File: src/rtl/varwidth_fifo_pkg.sv
// Shared definitions for the variable-width capture buffer: geometry defaults,
// read-engine state/phase encodings and the pre-trigger clamp helper.
package varwidth_fifo_pkg;

  localparam int ADDR_WIDTH       = 11;
  localparam int WR_DATA_WIDTH    = 10;
  localparam int WR_DATA_PER_ADDR = 3;
  localparam int WR_PAD_WIDTH     = 2;
  localparam int W = WR_DATA_WIDTH * WR_DATA_PER_ADDR + WR_PAD_WIDTH;

  typedef enum logic [2:0] {
    ST_IDLE  = 3'd0,
    ST_FETCH = 3'd1,
    ST_WAIT  = 3'd2,
    ST_EMIT  = 3'd3,
    ST_DONE  = 3'd4
  } rd_state_e;

  typedef enum logic {
    PH_CIRC = 1'b0,
    PH_MAIN = 1'b1
  } phase_e;

  typedef struct packed {
    rd_state_e state;
    phase_e    phase;
  } rd_dbg_t;

  // Pre-trigger count can never exceed the total drain length.
  function automatic logic [31:0] clamp_pre(input logic [31:0] pre, input logic [31:0] total);
    return (pre > total) ? total : pre;
  endfunction

endpackage

File: src/rtl/varwidth_word_unpacker.sv
// Holds one BRAM word and selects the sample in slot ws; pad MSBs are dropped
// at load time since no slot ever reaches them.
module varwidth_word_unpacker #(
  parameter int DATA_WIDTH = 10,
  parameter int PER_ADDR   = 3,
  parameter int PAD_WIDTH  = 2
) (
  input  logic                                         clk,
  input  logic                                         rst,
  input  logic                                         load,
  input  logic [DATA_WIDTH*PER_ADDR+PAD_WIDTH-1:0]     word_in,
  input  logic [4:0]                                   ws,
  output logic [DATA_WIDTH-1:0]                        sample_out
);

  localparam int PAYLOAD_W = DATA_WIDTH * PER_ADDR;
  localparam int WORD_W    = PAYLOAD_W + PAD_WIDTH;

  logic [PAYLOAD_W-1:0] payload_q, payload_d;
  logic                 unused_pad;

  assign unused_pad = ^word_in[WORD_W-1:PAYLOAD_W];

  always_comb begin
    payload_d = payload_q;
    if (load) payload_d = word_in[PAYLOAD_W-1:0];
  end

  always_ff @(posedge clk or negedge rst) begin
    if (!rst) payload_q <= '0;
    else      payload_q <= payload_d;
  end

  always_comb begin
    sample_out = '0;
    for (int k = 0; k < PER_ADDR; k++) begin
      if (ws == 5'(k)) sample_out = payload_q[k*DATA_WIDTH +: DATA_WIDTH];
    end
  end

endmodule

File: src/rtl/varwidth_fifo_reader.sv
// Drains the capture BRAM in time order: circular pre-trigger region from its
// oldest sample, then the linear post-trigger region, one sample per accept.
module varwidth_fifo_reader
  import varwidth_fifo_pkg::*;
#(
  parameter int addr_width       = ADDR_WIDTH,
  parameter int wr_data_width    = WR_DATA_WIDTH,
  parameter int wr_data_per_addr = WR_DATA_PER_ADDR,
  parameter int wr_pad_width     = WR_PAD_WIDTH
) (
  input  logic                                                      rd_clk,
  input  logic                                                      rst,
  input  logic                                                      cfg_start,
  input  logic [addr_width-1:0]                                     cfg_first_addr,
  input  logic [4:0]                                                cfg_first_ws,
  input  logic [addr_width-1:0]                                     cfg_max_circ_addr,
  input  logic [4:0]                                                cfg_max_circ_ws,
  input  logic [31:0]                                               cfg_pre_samples,
  input  logic [31:0]                                               cfg_total_samples,
  output logic                                                      bram_en,
  output logic [addr_width-1:0]                                     bram_addr,
  input  logic [wr_data_width*wr_data_per_addr+wr_pad_width-1:0]    bram_word,
  output logic [wr_data_width-1:0]                                  smp_data,
  output logic                                                      smp_valid,
  input  logic                                                      smp_ready,
  output logic                                                      smp_last,
  output logic                                                      busy,
  output logic                                                      done,
  output logic                                                      err_cfg
);

  localparam logic [4:0] LAST_WS = 5'(wr_data_per_addr - 1);

  // Stream handshake: a sample transfers on any rising edge where smp_valid and
  // smp_ready are both high; smp_data/smp_last never change while valid waits.
  rd_state_e              state_q, state_d;
  phase_e                 phase_q, phase_d;
  logic [addr_width-1:0]  addr_q, addr_d;
  logic [addr_width-1:0]  max_addr_q, max_addr_d;
  logic [4:0]             ws_q, ws_d;
  logic [4:0]             max_ws_q, max_ws_d;
  logic [31:0]            remaining_q, remaining_d;
  logic [31:0]            pre_rem_q, pre_rem_d;
  logic                   err_q, err_d;
  logic                   done_q, done_d;

  logic [31:0]            pre_eff;
  logic [addr_width-1:0]  next_addr;
  logic [4:0]             next_ws;
  phase_e                 next_phase;
  logic                   accept;
  rd_dbg_t                dbg_unused;

  // State/phase snapshot for hierarchical observation.
  assign dbg_unused = '{state: state_q, phase: phase_q};

  assign bram_en   = (state_q == ST_FETCH);
  assign bram_addr = bram_en ? addr_q : '0;
  assign smp_valid = (state_q == ST_EMIT);
  assign smp_last  = smp_valid && (remaining_q == 32'd1);
  assign busy      = (state_q != ST_IDLE);
  assign done      = done_q;
  assign err_cfg   = err_q;
  assign accept    = smp_valid && smp_ready;

  varwidth_word_unpacker #(
    .DATA_WIDTH (wr_data_width),
    .PER_ADDR   (wr_data_per_addr),
    .PAD_WIDTH  (wr_pad_width)
  ) u_unpacker (
    .clk        (rd_clk),
    .rst        (rst),
    .load       (state_q == ST_WAIT),
    .word_in    (bram_word),
    .ws         (ws_q),
    .sample_out (smp_data)
  );

  always_comb begin
    state_d     = state_q;
    phase_d     = phase_q;
    addr_d      = addr_q;
    ws_d        = ws_q;
    max_addr_d  = max_addr_q;
    max_ws_d    = max_ws_q;
    remaining_d = remaining_q;
    pre_rem_d   = pre_rem_q;
    err_d       = err_q;
    done_d      = (state_q == ST_DONE);
    pre_eff     = '0;
    next_addr   = addr_q;
    next_ws     = ws_q;
    next_phase  = phase_q;

    case (state_q)
      ST_IDLE: begin
        if (cfg_start) begin
          pre_eff     = clamp_pre(cfg_pre_samples, cfg_total_samples);
          err_d       = (cfg_pre_samples > cfg_total_samples);
          max_addr_d  = cfg_max_circ_addr;
          max_ws_d    = cfg_max_circ_ws;
          remaining_d = cfg_total_samples;
          pre_rem_d   = pre_eff;
          if (pre_eff == 32'd0) begin
            addr_d  = cfg_max_circ_addr + addr_width'(1);
            ws_d    = '0;
            phase_d = PH_MAIN;
          end else begin
            addr_d  = cfg_first_addr;
            ws_d    = cfg_first_ws;
            phase_d = PH_CIRC;
          end
          state_d = (cfg_total_samples == 32'd0) ? ST_DONE : ST_FETCH;
        end
      end
      ST_FETCH: state_d = ST_WAIT;
      ST_WAIT:  state_d = ST_EMIT;
      ST_EMIT: begin
        if (accept) begin
          remaining_d = remaining_q - 32'd1;
          if (phase_q == PH_CIRC) begin
            pre_rem_d = pre_rem_q - 32'd1;
            if (pre_rem_q == 32'd1) begin
              next_addr  = max_addr_q + addr_width'(1);
              next_ws    = '0;
              next_phase = PH_MAIN;
            end else if (addr_q == max_addr_q && ws_q == max_ws_q) begin
              next_addr = '0;
              next_ws   = '0;
            end else if (ws_q == LAST_WS) begin
              next_addr = addr_q + addr_width'(1);
              next_ws   = '0;
            end else begin
              next_ws = ws_q + 5'd1;
            end
          end else begin
            if (ws_q == LAST_WS) begin
              next_addr = addr_q + addr_width'(1);
              next_ws   = '0;
            end else begin
              next_ws = ws_q + 5'd1;
            end
          end
          addr_d  = next_addr;
          ws_d    = next_ws;
          phase_d = next_phase;
          // A new word (or a region switch) needs a fresh BRAM read.
          if (remaining_q == 32'd1)
            state_d = ST_DONE;
          else if (next_addr != addr_q || next_phase != phase_q)
            state_d = ST_FETCH;
        end
      end
      ST_DONE: state_d = ST_IDLE;
      default: state_d = ST_IDLE;
    endcase
  end

  always_ff @(posedge rd_clk or negedge rst) begin
    if (!rst) begin
      state_q     <= ST_IDLE;
      phase_q     <= PH_CIRC;
      addr_q      <= '0;
      ws_q        <= '0;
      max_addr_q  <= '0;
      max_ws_q    <= '0;
      remaining_q <= '0;
      pre_rem_q   <= '0;
      err_q       <= 1'b0;
      done_q      <= 1'b0;
    end else begin
      state_q     <= state_d;
      phase_q     <= phase_d;
      addr_q      <= addr_d;
      ws_q        <= ws_d;
      max_addr_q  <= max_addr_d;
      max_ws_q    <= max_ws_d;
      remaining_q <= remaining_d;
      pre_rem_q   <= pre_rem_d;
      err_q       <= err_d;
      done_q      <= done_d;
    end
  end

endmodule
File: config.mk
export PLATFORM = sky130hd
export DESIGN_NAME = varwidth_fifo_reader
export DESIGN_NICKNAME = d
export VERILOG_FILES = /design/src/rtl/varwidth_fifo_pkg.sv /design/src/rtl/varwidth_word_unpacker.sv /design/src/rtl/varwidth_fifo_reader.sv
export SDC_FILE = /design/constraint.sdc
export NUM_CORES = 1
export LEC_CHECK = 0
export CORE_ASPECT_RATIO = 2
export CORE_UTILIZATION = 50
export CTS_BUF_LIST = sky130_fd_sc_hd__clkbuf_2 sky130_fd_sc_hd__clkbuf_4 sky130_fd_sc_hd__clkbuf_8
export DETAILED_ROUTE_END_ITERATION = 10
export PLACE_DENSITY_LB_ADDON = 0.15
export SKIP_CTS_REPAIR_TIMING = 1
export SYNTH_ARGS = -nofsm -noshare
export SYNTH_HDL_FRONTEND = slang
export SYNTH_HIERARCHICAL = 1
export SYNTH_SLANG_ARGS = --single-unit
File: constraint.sdc
create_clock -name rd_clk -period 3.4 [get_ports rd_clk]
set_input_delay 0.68 -clock rd_clk [delete_from_list [all_inputs] [get_ports rd_clk]]
set_output_delay 0.68 -clock rd_clk [all_outputs]
set_load 0.05 [all_outputs]
==> impl_metrics.toml <==
[status]
status = "finished, violations left"
violations = "setup timing"

[global_routing]
antenna_found_initial = 0
grt_max_degree = 62
grt_pass1_vias = 10200
overflow = 0
grtUsageTotal_pct = 35.9
grt_pass1_wl_um = 52700

[setup_path]
rrSetupSlack_ns = 0.08
cp-end-kind = "flip-flop"
crit_start = "cfg_pre_samples[13]"
cp_num_buf_inv = 4
cp-start-kind = "input pin"
crit_path_end = "addr_q[1]$_DFFE_PN0P_"
max_stage_delay_ns = 0.54
arrival_ns = 3.80
worstPathRequired_ns = 3.77
path_cells = "clkdlybuf4s50_1 -> ha_4 -> nand4_1 -> or3_4 -> buf_4 -> nand4b_1 -> nand3_1 -> a21oi_2 -> o41ai_4 -> buf_6 -> buf_12 -> mux2i_4 -> a21oi_1"
cp.depth = 13
worstSetupPathType = "input pin to flip-flop"
r2r_end = "state_q[2]$_DFFE_PN0P_"
critPathSlowestCell = "clkdlybuf4s50_1"
crit_path_max_fanout = 7
reg2reg_from = "pre_rem_q[27]$_DFFE_PN0P_"
ff2ff_path_depth = 10
cp_top_family = "buffers and inverters"

[clock_network]
numCtsBuffers = 17
clk_latency_ns = 0.50
clockBufferDepth = 2
cts_tree = "yes"
htree_levels = 4
clk_pin_slew_ns = 0.08
cts_sinks = 132
clockRootBuffer = "clkbuf_8"

[placement]
gp_congestion = 0.964
dpl_cell_area_um2 = 12400
dp_hpwl_um = 26200
io_buffers = 156

[detailed_routing]
first_iter_violations = 671
drt-total-wl_um = 34900
drc_errors = 0
dr.pass1.iters = 7
routed-via-count = 10300
viasPerCell = 5.97
wl_per_cell_um = 20.2
top_layer = "met4"
wl_met1_um = 11700
wl_met2_um = 18500
wl_met3_um = 1810
ant_nets = 0

[yosys]
synth_seq_cells = 132
syn_nets = 1361
synth.area.top_cells = "dfrtp_1 35%, o21ai_0 6.3%, a21oi_1 5.8%"
synth_warnings = 6
synthFlopType = "dfrtp_1"
yosys.area.top_type = "dfrtp_1"
synth_edf_count = 0
synthArstFlopShare_pct = 100
ys_types = 67
yosysSeqAreaShare_pct = 34.7
synth_area_per_cell_um2 = 8.02
netlist_area_um2 = 9520
syn_inst = 1188
synth_top_area_share_pct = 34.7

[final_layout]
fin_util_pct = 70.7
drive_gt1_share_pct = 20.6
layout.nets = 1634
final_area_um2 = 13300
syn_to_final_growth_pct = 39.3
antennaDiodeCount = 0

[power]
comb_power_share_pct = 47.9
vdd_drop_max_uv = 339
internal_power_mw = 5.07
power.density_nw_per_um2 = 673
switching_share_pct = 43.2
p_clk_share_pct = 18.8
seq_power_share_pct = 33.3
p_leak_nw = 5.92
switchingPower_mw = 3.86

[sta]
clock_skew_ns = 0.0122
report.final.slew_viol_count = 0
setup_tns_ns = -0.0243
fmax_ghz = 0.292
hold_viol = 0
finalCriticalPeriod_ns = 3.42
relSlewSlack_pct = 59.3
worst_slack_ns = -0.0243
rsz0062_at_grt = "yes"
setup_viol = 1
worst_pin_slew_ns = 0.605
fin_crit_sh_pct = 101

[die]
fp.dieH_um = 197
rows = 71
die_w_um = 99.6
io_pins = 159
core_region_area_um2 = 18700
initial_core_util_pct = 50.8
dieArea_um2 = 19600

[flow_run]
cap_violations = 0

[worst_hold_path]
worstHoldPathType = "input pin to asynchronous set/reset pin"
## worst register-to-register path, stage by stage, from the launching register on
cell and delay, ns:
dfrtp_1 0.38, or3_1 0.42, or4_4 0.44, or4_4 0.53
nor2_4 0.14, mux2_2 0.36, a211oi_2 0.24, nand3_1 0.15
a2111oi_4 0.32, buf_4 0.18, a2111oi_0 0.05
## cell usage in the layout, fill, tap and decap left out, types with 32 or more instances in the layout
| master | count |
|---|---|
| nor2_1 | 94 |
| o21ai_0 | 117 |
| mux2_2 | 32 |
| nand2_1 | 131 |
| nor4_1 | 38 |
| dfrtp_1 | 132 |
| clkdlybuf4s50_1 | 121 |
| ha_1 | 34 |
| inv_1 | 44 |
| buf_4 | 176 |
| a21oi_1 | 108 |
| nand3_1 | 37 |
| nor3_1 | 50 |
## synthesized netlist by cell type, drive strengths merged, types with 24 or more instances
cell type  instances
dfrtp            132
xor2              26
nor3              51
ha                41
a21oi            111
nor2              97
mux2i             24
nand2            132
nor4              40
clkbuf            61
inv               54
nand3             37
o21ai            122
mux2              32
## area by class of cell
class,count,area (um^2)
inverters,54,203
clock buffers,21,270
repair buffers,327,2990
clock inverters,11,220
fillers,1534,5480
multi-input cells,929,5960
flip-flops and latches,132,3300
well taps,255,319
## flip-flops by register name, indices dropped and copies added (netlist names)
name,count
pre_rem_q,32
max_ws_q,5
phase_q,1
max_addr_q,11
done,1
u_unpacker/payload_q,30
state_q,3
err_cfg,1
ws_q,5
remaining_q,32
addr_q,11
## kinds of logic (layout without fill, tap and decap cells)
family,Yosys count,in the layout,synth area share (%)
fa+ha+maj,41,41,5.39
flops,132,132,34.7
compound gates,337,337,21.3
buf+inv,127,413,5.18
simple gates,458,458,23.8
mux,56,56,6.31
xor+xnor,37,37,3.40
## power by group through the flow
stage | Clock [mW] | Sequential (mW) | Combinational (mW)
after floorplan | 0 | 2.76 | 2.80
after global placement | 0 | 2.95 | 4.01
after detailed placement | 0 | 2.98 | 4.11
after CTS | 1.70 | 2.95 | 4.14
after global routing | 1.77 | 3.07 | 4.68
final | 1.68 | 2.98 | 4.28
## worst min-delay path by stage
| stage | cells past startpoint | slack [ns] | to |
|---|---|---|---|
| after global routing | 1 | 0.20 | max_addr_q[1]$_DFFE_PN0P_ |
| after global placement | 2 | 0.46 | remaining_q[17]$_DFFE_PN0P_ |
| after detailed placement | 2 | 0.47 | remaining_q[10]$_DFFE_PN0P_ |
| after CTS | 1 | 0.17 | pre_rem_q[16]$_DFFE_PN0P_ |
| final | 1 | 0.17 | max_addr_q[1]$_DFFE_PN0P_ |
| after floorplan | 0 | 0.38 | addr_q[0]$_DFFE_PN0P_ |
## routing by layer
layer / up-vias / track usage [%]
met5: - / 0
met4: 0 / 28.5
met3: 138 / 7.43
met2: 416 / 65.0
met1: 4898 / 34.6
li1: 4878 / -
## stage by stage
| stage | instances | worst slack, ns | total power, mW | hold slack, ns |
|---|---|---|---|---|
| 6_report | 1729 | -0.0243 | 8.93 | 0.173 |
| 5_1_grt | 1729 | -0.0967 | 9.51 | 0.201 |
| 4_1_cts | 1718 | -0.113 | 8.79 | 0.170 |
| 3_5_place_dp | 1686 | -0.635 | 7.09 | 0.474 |
| 3_3_place_gp | 1686 | -0.566 | 6.96 | 0.463 |
| 2_1_floorplan | 1188 | 0.104 | 5.56 | 0.384 |
(Power assumes the default switching activity.)
